[config.mk]
export PLATFORM = sky130hd
export DESIGN_NAME = uart_tx_arbiter
export DESIGN_NICKNAME = d
export VERILOG_FILES = /design/src/rtl/uart_tx_arbiter.sv
export SDC_FILE = /design/constraint.sdc
export NUM_CORES = 1
export LEC_CHECK = 0
export ABC_CLOCK_PERIOD_IN_PS = 2900
export BUFFER_PORTS_ARGS = -buffer_cell sky130_fd_sc_hd__clkbuf_2
export CAP_MARGIN = 20
export CORE_MARGIN = 8
export CORE_UTILIZATION = 44
export CTS_CLUSTER_DIAMETER = 150
export DETAILED_ROUTE_END_ITERATION = 6
export PLACE_DENSITY = 0.71
export SETUP_SLACK_MARGIN = 0.15
export SYNTH_ARGS = -nofsm -noshare
export SYNTH_HDL_FRONTEND = slang
export SYNTH_SLANG_ARGS = --single-unit
[constraint.sdc]
create_clock -name clk -period 2.9 [get_ports clk]
set_input_delay 0.29 -clock clk [delete_from_list [all_inputs] [get_ports clk]]
set_output_delay 0.29 -clock clk [all_outputs]
set_load 0.02 [all_outputs]
[src/rtl/uart_tx_arbiter.sv]
// Message-granular round-robin arbiter sharing one UART TX byte port among NUM_REQ sources.
// Optional requester-stall timeout is compiled in with `define UART_ARB_TIMEOUT_EN.
module uart_tx_arbiter #(
  parameter int NUM_REQ      = 4,
  parameter int MAX_BURST    = 32,
  parameter int IDLE_TIMEOUT = 1024,
  localparam int GID_W       = (NUM_REQ > 1) ? $clog2(NUM_REQ) : 1
) (
  input  logic                 clk,
  input  logic                 reset_n,
  input  logic [NUM_REQ-1:0]   req_valid,
  input  logic [NUM_REQ*8-1:0] req_data,
  input  logic [NUM_REQ-1:0]   req_last,
  output logic [NUM_REQ-1:0]   req_ready,
  output logic                 start_uart_tx,
  output logic [7:0]           uart_tx_data,
  input  logic                 uart_tx_fifo_ready,
  output logic [GID_W-1:0]     grant_id,
  output logic                 busy,
  output logic                 timeout_pulse
);

  typedef enum logic [1:0] {
    S_IDLE = 2'd0,
    S_SEND = 2'd1,
    S_GAP1 = 2'd2,
    S_GAP2 = 2'd3
  } state_t;

  state_t           state_p0;
  state_t           state_nx;
  logic [GID_W-1:0] rr_ptr_p0;
  logic [7:0]       burst_cnt_p0;
  logic             last_p0;

  logic             scan_found;
  logic [GID_W-1:0] scan_idx;
  logic [GID_W-1:0] scan_pos;
  logic             gnt_valid;
  logic             gnt_last;
  logic [7:0]       gnt_byte;
  logic             xfer;
  logic             release_c;
  logic             tmo;

  // Explicit compare keeps the wrap correct for non-power-of-two NUM_REQ.
  function automatic logic [GID_W-1:0] ptr_inc(input logic [GID_W-1:0] p);
    if (p == GID_W'(NUM_REQ - 1)) return '0;
    return p + GID_W'(1);
  endfunction

  function automatic logic [7:0] sat_inc8(input logic [7:0] c);
    return (c == 8'hFF) ? c : c + 8'd1;
  endfunction

  always_comb begin
    gnt_valid = 1'b0;
    gnt_last  = 1'b0;
    gnt_byte  = 8'h00;
    for (int i = 0; i < NUM_REQ; i++) begin
      if (grant_id == GID_W'(i)) begin
        gnt_valid = req_valid[i];
        gnt_last  = req_last[i];
        gnt_byte  = req_data[i*8 +: 8];
      end
    end
  end

  always_comb begin
    scan_found = 1'b0;
    scan_idx   = rr_ptr_p0;
    scan_pos   = rr_ptr_p0;
    for (int k = 0; k < NUM_REQ; k++) begin
      if (!scan_found && req_valid[scan_pos]) begin
        scan_found = 1'b1;
        scan_idx   = scan_pos;
      end
      scan_pos = ptr_inc(scan_pos);
    end
  end

  assign xfer      = (state_p0 == S_SEND) && gnt_valid && uart_tx_fifo_ready;
  assign release_c = last_p0 || (burst_cnt_p0 >= 8'(MAX_BURST));

`ifdef UART_ARB_TIMEOUT_EN
  localparam int TMO_W = $clog2(IDLE_TIMEOUT + 1);
  logic [TMO_W-1:0] idle_cnt_p0;

  // Only requester stalls count; UART back-pressure never advances the counter.
  assign tmo = (state_p0 == S_SEND) && !gnt_valid &&
               (idle_cnt_p0 == TMO_W'(IDLE_TIMEOUT - 1));

  always_ff @(posedge clk or negedge reset_n) begin
    if (!reset_n) begin
      idle_cnt_p0   <= '0;
      timeout_pulse <= 1'b0;
    end else begin
      timeout_pulse <= tmo;
      if ((state_p0 == S_IDLE) || xfer || tmo)
        idle_cnt_p0 <= '0;
      else if ((state_p0 == S_SEND) && !gnt_valid)
        idle_cnt_p0 <= idle_cnt_p0 + TMO_W'(1);
    end
  end
`else
  logic unused_tmo_cfg;
  assign unused_tmo_cfg = (IDLE_TIMEOUT > 0);
  assign tmo            = 1'b0;
  assign timeout_pulse  = 1'b0;
`endif

  // State register
  always_ff @(posedge clk or negedge reset_n) begin
    if (!reset_n) state_p0 <= S_IDLE;
    else          state_p0 <= state_nx;
  end

  // Next state: two gap cycles let the UART refresh its one-cycle-late ready flag.
  always_comb begin
    state_nx = state_p0;
    case (state_p0)
      S_IDLE:  if (scan_found) state_nx = S_SEND;
      S_SEND: begin
        if (xfer)     state_nx = S_GAP1;
        else if (tmo) state_nx = S_IDLE;
      end
      S_GAP1:  state_nx = S_GAP2;
      S_GAP2:  state_nx = release_c ? S_IDLE : S_SEND;
      default: state_nx = S_IDLE;
    endcase
  end

  // Outputs: only the granted requester sees the UART ready flag, and only in SEND.
  always_comb begin
    req_ready = '0;
    if (state_p0 == S_SEND) begin
      for (int i = 0; i < NUM_REQ; i++) begin
        if (grant_id == GID_W'(i)) req_ready[i] = uart_tx_fifo_ready;
      end
    end
  end

  // Transfer stage: write pulse, byte, grant bookkeeping.
  always_ff @(posedge clk or negedge reset_n) begin
    if (!reset_n) begin
      start_uart_tx <= 1'b0;
      uart_tx_data  <= 8'h00;
      grant_id      <= '0;
      rr_ptr_p0     <= '0;
      burst_cnt_p0  <= 8'h00;
      last_p0       <= 1'b0;
      busy          <= 1'b0;
    end else begin
      start_uart_tx <= xfer;
      busy          <= (state_nx != S_IDLE);
      if (xfer) begin
        uart_tx_data <= gnt_byte;
        burst_cnt_p0 <= sat_inc8(burst_cnt_p0);
        last_p0      <= gnt_last;
      end
      if ((state_p0 == S_IDLE) && scan_found) begin
        grant_id     <= scan_idx;
        burst_cnt_p0 <= 8'h00;
      end
      if (((state_p0 == S_GAP2) && release_c) || tmo)
        rr_ptr_p0 <= ptr_inc(grant_id);
    end
  end

endmodule

# Word level (Yosys, flattened, before mapping)
# Cells that the tools add are included.
# totals
rom_bits	0
latchBits	0
n_memories	0
out_inout_bits	17
in_bits	43
reg_bits	25
ramBits	0
elab_cells	97
# op_classes
shift	0
div	0
magnitude_cmp	5
addsub	5
bitwise	0
n_eq_ne	11
reduce_logical	16
n_mux	52
mul	0
# ops
operator	n
two-way mux 8 bit	7
two-way mux 1 bit	26
two-way mux 2 bit	13
equality test 2 bit, second input constant	7
less-than comparator 2 x 3 -> 1 bit, second input constant	4
adder 2 x 1 -> 2 bit, second input constant	4
adder 8 x 1 -> 8 bit, second input constant	1
binary-select mux 1 bit (select 2 bit)	4
equality test 8 bit, second input constant	1
greater-or-equal comparator 8 x 6 -> 1 bit, second input constant	1
case mux 2 bit (4 select lines)	1
logical AND 1 bit	7
equality test 2 x 1 -> 1 bit, second input constant	2
zero test 2 bit	2
two-way mux 4 bit	1
nonzero test 2 bit	2
zero test 1 bit	3
!= test 2 x 1 -> 1 bit, second input constant	1
AND reduction 2 bit	1
logical OR 1 bit	1

# Depth between registers and ports, before layout
# Gate-level depths: netlist of the first run.
# logic_depth
word_depth	16
ltp_mapped	9
ltp_nobuf	7

# Worst setup path before layout of the first run
# Ideal clock, no wire load.
# synth_timing
path_kind	flip-flop to flip-flop
startpoint	reg grant_id[1]
endpoint	reg burst_cnt_p0[2]
setup_slack_ns	0.958
synth_period_minus_slack_ns	1.942
setup_ns	0.077
stages_incl_launch_ff	8
arrival_ns	1.864
required_ns	2.823
n_path_buf	1
path_cell_list	dfrtp_1 > inv_1 > ha_1 > buf_6 > nand3b_1 > a211o_1 > or3_1 > a21oi_1
# synth_between
elab_chain_cells	9
elab_cells_between_ends	12
cone_classes	3 x eq/ne; 4 x mux; 5 x reduce/logical
# synth_rtl
element	line	source
start: declaration	18	output logic [GID_W-1:0] grant_id,
start signal: assignment	162	grant_id <= scan_idx;
zero test 2 bit	61	if (grant_id == GID_W'(i)) begin
two-way mux 1 bit (3 in a row)	61	
two-way mux 1 bit (*)	61	
logical AND 1 bit (*) (2 in a row)	82	assign xfer = (state_p0 == S_SEND) && gnt_valid && uart_tx_fifo_ready;
nonzero test 2 bit (no source line) (*)	--	
AND reduction 2 bit (no source line) (*)	--	
end signal: assignment	158	burst_cnt_p0 <= sat_inc8(burst_cnt_p0);
end: declaration	33	logic [7:0] burst_cnt_p0;
# Mark *: on every way between the ends. The rest lies on a longest branch, timed or not.
# A chain may end at the register's enable or synchronous reset.

# Worst setup path after layout of the first run
# layout_timing
startpoint	reg grant_id[0]
endpoint	reg uart_tx_data[5]
# layout_between
elab_chain_cells	7
elab_cells_between_ends	14
cone_classes	3 x eq/ne; 8 x mux; 3 x reduce/logical
# layout_rtl
element	line	source
zero test 2 bit	61	
two-way mux 1 bit (4 in a row)	61	
logical AND 1 bit (2 in a row)	82	
end signal: assignment	157	uart_tx_data <= gnt_byte;
end: declaration	16	output logic [7:0] uart_tx_data,
# Parallel ways exist; a longest one is shown, timed or not.

==> results of run 1 <==
## routing by layer
layer | GRT usage (%) | up-vias | part of all wire (%) | wire length, um
met1 | 17.5 | 727 | 47 | 2000
met2 | 22.2 | 49 | 47 | 2000
met3 | 3.49 | 4 | 5.2 | 220
met4 | 3.89 | 0 | 1.0 | 44
met5 | 0 | - | 0 | 0
li1 | - | 830 | - | -
## timing repair
action                     CTS  global route
setup buffers                0             0
gates resized for setup      0             1
setup endpoints to repair    0             1
hold endpoints to repair     0             0
## power by group through the flow
stage          Sequential, mW  Clock [mW]  Combinational, mW
6_report                0.543       0.208               1.20
5_1_grt                 0.560       0.232               1.35
4_1_cts                 0.545       0.215               1.21
3_5_place_dp            0.553           0               1.20
3_3_place_gp            0.550           0               1.18
2_1_floorplan           0.615           0              0.892
## final timing paths
path,from,end,slack [ps],cells past startpoint
setup / recovery,grant_id[0],uart_tx_data[5],610,7
hold / removal,reset_n,burst_cnt_p0[1],10,1
setup reg to reg,grant_id[0],uart_tx_data[5],610,7
hold reg to reg,uart_tx_data[1],uart_tx_data[1],490,2
max in group asynchronous,reset_n,rr_ptr_p0[0],2470,1
min in group clk,req_data[30],uart_tx_data[6],320,3
## cells by family (layout without fill, tap and decap cells)
kind of cell	count (synthesis)	in the layout	synth area share (%)
AOI/OAI and AO/OA	51	51	20.1
xor gates and xnor gates	7	7	3.45
adders and majority gates	7	7	4.93
buffers and inverters	22	73	6.40
DFF	25	25	35.2
muxes	9	9	5.84
other	1	1	0.211
and+or+nand+nor	82	82	23.9
## final cells by class
cell class	count	share of cell area (%)
well taps	50	2.96
clock buffers	3	1.95
multi-input cells	157	49.2
repair buffers	60	14.4
clock inverters	1	0.355
flip-flops and latches	25	29.6
inverters	9	1.60
## sequential cells by signal, indices dropped and copies added (netlist names)
name / count
burst_cnt_p0: 8
uart_tx_data: 8
grant_id: 2
rr_ptr_p0: 2
state_p0: 2
busy: 1
last_p0: 1
start_uart_tx: 1
## worst max-delay path, delay by kind of cell, from the launching register on
| kind | cells | cell delay (ps) |
|---|---|---|
| simple gates | 3 | 770 |
| compound gates | 2 | 470 |
| flops | 1 | 430 |
| fa+ha+maj | 1 | 360 |
| buf+inv | 1 | 130 |
## placed cells by master (no fill, tap or decap), drive strengths merged, types with 2 or more instances in the layout
| master | synthesis | layout |
|---|---|---|
| xor2 | 3 | 3 |
| clkbuf | 5 | 61 |
| nor4 | 2 | 2 |
| nand2b | 2 | 2 |
| a211oi | 3 | 3 |
| inv | 9 | 9 |
| and2 | 4 | 4 |
| xnor2 | 4 | 4 |
| nand4 | 4 | 4 |
| nor3 | 11 | 11 |
| mux2i | 7 | 7 |
| a21oi | 15 | 15 |
| a221oi | 9 | 9 |
| nor2 | 13 | 13 |
| buf | 8 | 2 |
| ha | 7 | 7 |
| dfrtp | 25 | 25 |
| o21ai | 13 | 13 |
| nor2b | 19 | 19 |
| nand2 | 17 | 17 |
| or3 | 2 | 2 |
| nand3 | 3 | 3 |
## metrics by stage
| stage | power, mW | std cells | hold slack, ps | cell area (um^2) |
|---|---|---|---|---|
| 2_1_floorplan | 1.51 | 204 | -5.59 | 1780 |
| 3_3_place_gp | 1.73 | 301 | 328 | 2070 |
| 3_5_place_dp | 1.76 | 301 | 339 | 2070 |
| 4_1_cts | 1.97 | 305 | 38.4 | 2110 |
| 5_1_grt | 2.14 | 305 | 62.0 | 2120 |
| 6_report | 1.95 | 305 | 13.3 | 2120 |
==> metrics.md, run 1 <==
| Metric | Value |
|---|---|
| Die Span Y | `about 80 um` |
| Multi-input gate area | `1040 um^2` |
| Yosys reg bits | `25` |
| # hold bufs at CTS | `0` |
| Register area share after synthesis | `between 30% and 40%` |
| Synth warn | `0` |
| Slowest CP cell | `dfrtp_1` |
| Largest net degree at the start of global routing | `26` |
| Clock slew at reported path FFs | `approximately 90 ps` |
| Minimum clock period | `2290 ps` |
| Combinational power share | `about three fifths` |
| Vias in the first global route | `1636` |
| N_diodes | `0` |
| Finish-stage setup viols | `0` |
| Top cells by area, synth | `dfrtp_1, nor2b_1, ha_1, a221oi_1, a21oi_1` |
| Unique masters post-synth | `45` |
| Clock root cell | `clkbuf_8` |
| Tightest Hold Check Type | `in -> async` |
| DRC | `0` |
| GPL Wtd Cong | `0.874` |
| Net Sw Frac | `46.6%` |
| Part of the power in registers | `27.8%` |
| Layout cells sized above 1 | `27.8%` |
| Cell Int Power | `around 1.0 mW` |
| Unrepaired setup endpoints after global routing | `no` |
| Slew Limit Fails | `0` |
| Grt total ovfl | `0` |
| Post-synthesis async set-or-reset flop share | `100%` |
| Core Area | `3940 um^2` |
| Clock buffer depth | `2` |
| Setup ws final | `between 600 and 700 ps` |
| Sequential Area | `626 um^2` |
| Rows | `23` |
| Die X | `a little under 80 um` |
| Hold Vio Cnt, Final | `0` |
| Leak | `1.00 nW` |
| Inserted Clock Buffers | `3` |
| Drt via density | `approximately 5.3` |
| Worst Skew | `7.42 ps` |
| Total wire length | `4270 um` |
| Critical path's most frequent cell | `nand2_1` |
| Startpoint types | `flop` |
| Fmax | `0.437 GHz` |
| Post-Syn Nets | `254` |
| Vias | `1610` |
| Status | `finished clean` |
| Hpwl dp | `3470 um` |
| Final period utilization | `79.0%` |
| Starting Density | `between 40% and 50%` |
| Crit-path max FO | `21` |
| Max-cap violations | `0` |
| Post-synth EDFFs | `0` |
| First-pass detailed-route iteration total | `4` |
| Crit. End Element | `flop` |
| 1st-iter DRT viols | `between 70 and 80` |
| Nets | `a little over 300` |
| Top cell type by total area after synthesis | `dfrtp_1` |
| Antenna Nets Post-Route | `0` |
| Cell Area, Synth | `between 1500 and 2000 um^2` |
| TNS Setup | `0 ps` |
| Yosys top cell area share | `between 30% and 40%` |
| Post-place setup slack | `439 ps` |
| Most frequent cell after synthesis | `dfrtp_1` |
| Htree depth | `1` |
| Worst-margin pin slew | `about 660 ps` |
| Die area | `6330 um^2` |
| Sw Pwr | `0.911 mW` |
| Headroom to the max-slew limit | `a little under three fifths` |
| Global-route wire length before repair | `7210 um` |
| Worst skew pair latency | `270 ps` |
| Initial antenna violation count | `0` |
| Top FF cell, synth | `dfrtp_1` |
| Post-route core utilization | `53.7%` |
| Critical path arrival | `2420 ps` |
| Routed WL per cell | `14.0 um` |
| Avg Synthesized Cell Area | `8.72 um^2` |
| Area Overhead vs Synth | `19.1%` |
| IO Pins | `60` |
| Synth cell count leaders | `dfrtp_1, nor2b_1, nand2_1, a21oi_1` |
| CP required | `between 3000 and 4000 ps` |
| Fill cells | `396` |
| CTS tree | `yes` |
| Pwr dens | `about 900 nW/um^2` |
| VDD IR max | `0.000534 V` |
| Clk sinks | `25` |
| Crit Path Category | `reg -> reg` |
| Total track usage | `13.7%` |
| CP cell instances | `inv_1 > ha_1 > nand3b_1 > a211oi_2 > nand2_1 > nand2_1 > o21ai_0` |
| Clock power frac | `10.6%` |
| CP max stage delay | `430 ps` |
| IO buf count | `58` |
| Mapped Cells | `204` |
No activity file was read; power rests on OpenSTA's default activity.
==> inputs of run 2 (changes only) <==
ABC_CLOCK_PERIOD_IN_PS = 2400   (was 2900)
clock period = 2.4 ns   (was 2.9 ns; I/O delays follow)
==> run 2 against run 1 <==
Effect of this change: register-to-register slack worse by 230 ps; sequential power is 22% higher; wire length is 4.1% higher; final area is 1.5% higher; global-route usage is 0.76 points higher; clock power is 23% higher; combinational power is 26% higher; non-clock buffer count is 4 higher; sequential cell count stayed put; sequential share of layout area is 0.45 points lower; hold slack better by 240 ps; utilization is 0.83 points higher; critical path type unchanged; largest cell class unchanged.
==> metrics.md, run 2 (synthesis gave the netlist of run 1 again) <==
| Metric | Value |
|---|---|
| Status | `finished clean` |
| Nets | `310` |
| DRC | `0` |
| Total track usage | `around 14%` |
| Leak | `1.02 nW` |
| Die Span Y | `79.6 um` |
| Initial antenna violation count | `0` |
| VDD IR max | `between 0.0006 and 0.0007 V` |
| Overall Power | `2.43 mW` |
| Net Sw Frac | `46.8%` |
| Pwr dens | `1130 nW/um^2` |
| Tightest Hold Check Type | `in -> reg` |
| Clock power frac | `between 10% and 20%` |
| N_diodes | `0` |
| Most frequent cells in the layout | `clkbuf_2, dfrtp_1, nor2b_1` |
| WL met3 | `~240 um` |
| Final period utilization | `84.2%` |
| First-pass detailed-route iteration total | `4` |
| Hold Vio Cnt, Final | `0` |
| Die area | `6330 um^2` |
| Global-route wire length before repair | `7450 um` |
| Htree depth | `1` |
| Sw Pwr | `1.14 mW` |
| Worst skew pair latency | `around 270 ps` |
| Hold slack | `about 250 ps` |
| Max-cap violations | `0` |
| Clk sinks | `25` |
| Regs by FF count | `burst_cnt_p0 (8), uart_tx_data (8)` |
| Total wire length | `4450 um` |
| Top routing layer used | `met4` |
| Vias in the first global route | `1641` |
| Multi-input gate area | `1040 um^2` |
| Fin area | `2150 um^2` |
| Crit Path Category | `reg -> reg` |
| Post-DP Area | `2090 um^2` |
| Worst setup path start | `grant_id[0]` |
| CP required | `2570 ps` |
| Hpwl dp | `3550 um` |
| Grt total ovfl | `0` |
| Worst Skew | `5.61 ps` |
| Fill cells | `380` |
| Headroom to the max-slew limit | `a little over half` |
| Crit-path max FO | `10` |
| Slew Limit Fails | `0` |
| RR Startpoint | `grant_id[0]` |
| Largest net degree at the start of global routing | `26` |
| Core Area | `3940 um^2` |
| Clock slew at reported path FFs | `roughly 90 ps` |
| Met1 wire length | `2120 um` |
| Setup ws final | `379 ps` |
| Area Overhead vs Synth | `20.9%` |
| Commonest non-fill, non-tap cell in the layout | `clkbuf_2` |
| 1st-iter DRT viols | `between 50 and 60` |
| Antenna Nets Post-Route | `0` |
| DR WL met2 | `about 2000 um` |
| Fmax | `0.495 GHz` |
| Starting Density | `a little under half` |
| GPL Wtd Cong | `0.844` |
| IO Pins | `60` |
| Post-place setup slack | `331 ps` |
| Minimum clock period | `~2000 ps` |
| Clock buffer depth | `2` |
| IO buf count | `58` |
| Critical path arrival | `2190 ps` |
| Finish-stage setup viols | `0` |
| Vias | `1622` |
| Startpoint types | `flop` |
| Drt via density | `5.25` |
| Routed WL per cell | `14.4 um` |
| CTS tree | `yes` |
| Unrepaired setup endpoints after global routing | `no` |
| Worst-margin pin slew | `672 ps` |
| Hold wc startpoint | `req_data[30]` |
| Die X | `79.6 um` |
| Clock root cell | `clkbuf_8` |
| Crit. End Element | `flop` |
| Combinational power share | `62.1%` |
| Inserted Clock Buffers | `3` |
| Sequential Area | `626 um^2` |
| Rows | `23` |
| Layout cells sized above 1 | `between 20% and 30%` |
| TNS Setup | `0 ps` |
| Part of the power in registers | `27.3%` |
| Cell Int Power | `1.29 mW` |
## run 2: cell types whose count changed in the layout (fill, tap and decap cells not counted)
cell           before  now
buf_4               2    5
dlygate4sd3_1       0    1
ha_1                6    7
ha_2                1    0
nand2_1            17   16
nand2_2             0    1
## run 2: final timing paths
kind / to / slack (ps) / depth (start not counted)
worst max-delay path: burst_cnt_p0[1] / 380 / 8
worst min-delay path: uart_tx_data[6] / 250 / 3
worst max register to register: burst_cnt_p0[1] / 380 / 8
worst min register to register: last_p0 / 490 / 2
max in group asynchronous: uart_tx_data[5] / 1480 / 2
min in group asynchronous: burst_cnt_p0[7] / 510 / 2
## run 2: repair_timing
item | CTS | global route
resized for setup | 0 | 1
endpoints found under the setup margin | 0 | 10
setup buffers | 0 | 0
hold buffers | 1 | 0
endpoints found under the hold margin | 25 | 0
## run 2: cell type report
| class | instances | share of cell area (%) |
|---|---|---|
| Clock buffer | 3 | 1.92 |
| Clock inverter | 1 | 0.349 |
| Inverter | 9 | 1.57 |
| Sequential cell | 25 | 29.1 |
| Tap cell | 50 | 2.91 |
| Timing Repair Buffer | 64 | 15.7 |
| Multi-Input combinational cell | 157 | 48.4 |
## run 2: power by group through the flow
stage	Sequential, mW	Combinational, mW	Clock (mW)
2_1_floorplan	0.743	1.08	0
3_3_place_gp	0.668	1.48	0
3_5_place_dp	0.670	1.50	0
4_1_cts	0.663	1.50	0.262
5_1_grt	0.683	1.69	0.278
6_report	0.665	1.51	0.256
## run 2: critical path: stages, from the launching register on
cell	delay, ps
dfrtp_1	450
inv_1	130
ha_1	360
nand3b_1	170
a211oi_2	260
buf_4	180
nand3_1	120
mux2i_1	190
nor2_1	60
## run 2: per-layer routing
layer,track usage (%),up-vias
met5,0,-
met4,4.26,0
met3,4.05,4
met2,23.0,47
met1,18.6,733
li1,-,838
## run 2: through the flow
| stage | utilization (%) | cells |
|---|---|---|
| 2_1_floorplan | - | 204 |
| 3_3_place_gp | 53.0 | 304 |
| 3_5_place_dp | 53.0 | 304 |
| 4_1_cts | 54.5 | 309 |
| 5_1_grt | 54.5 | 309 |
| 6_report | 54.5 | 309 |
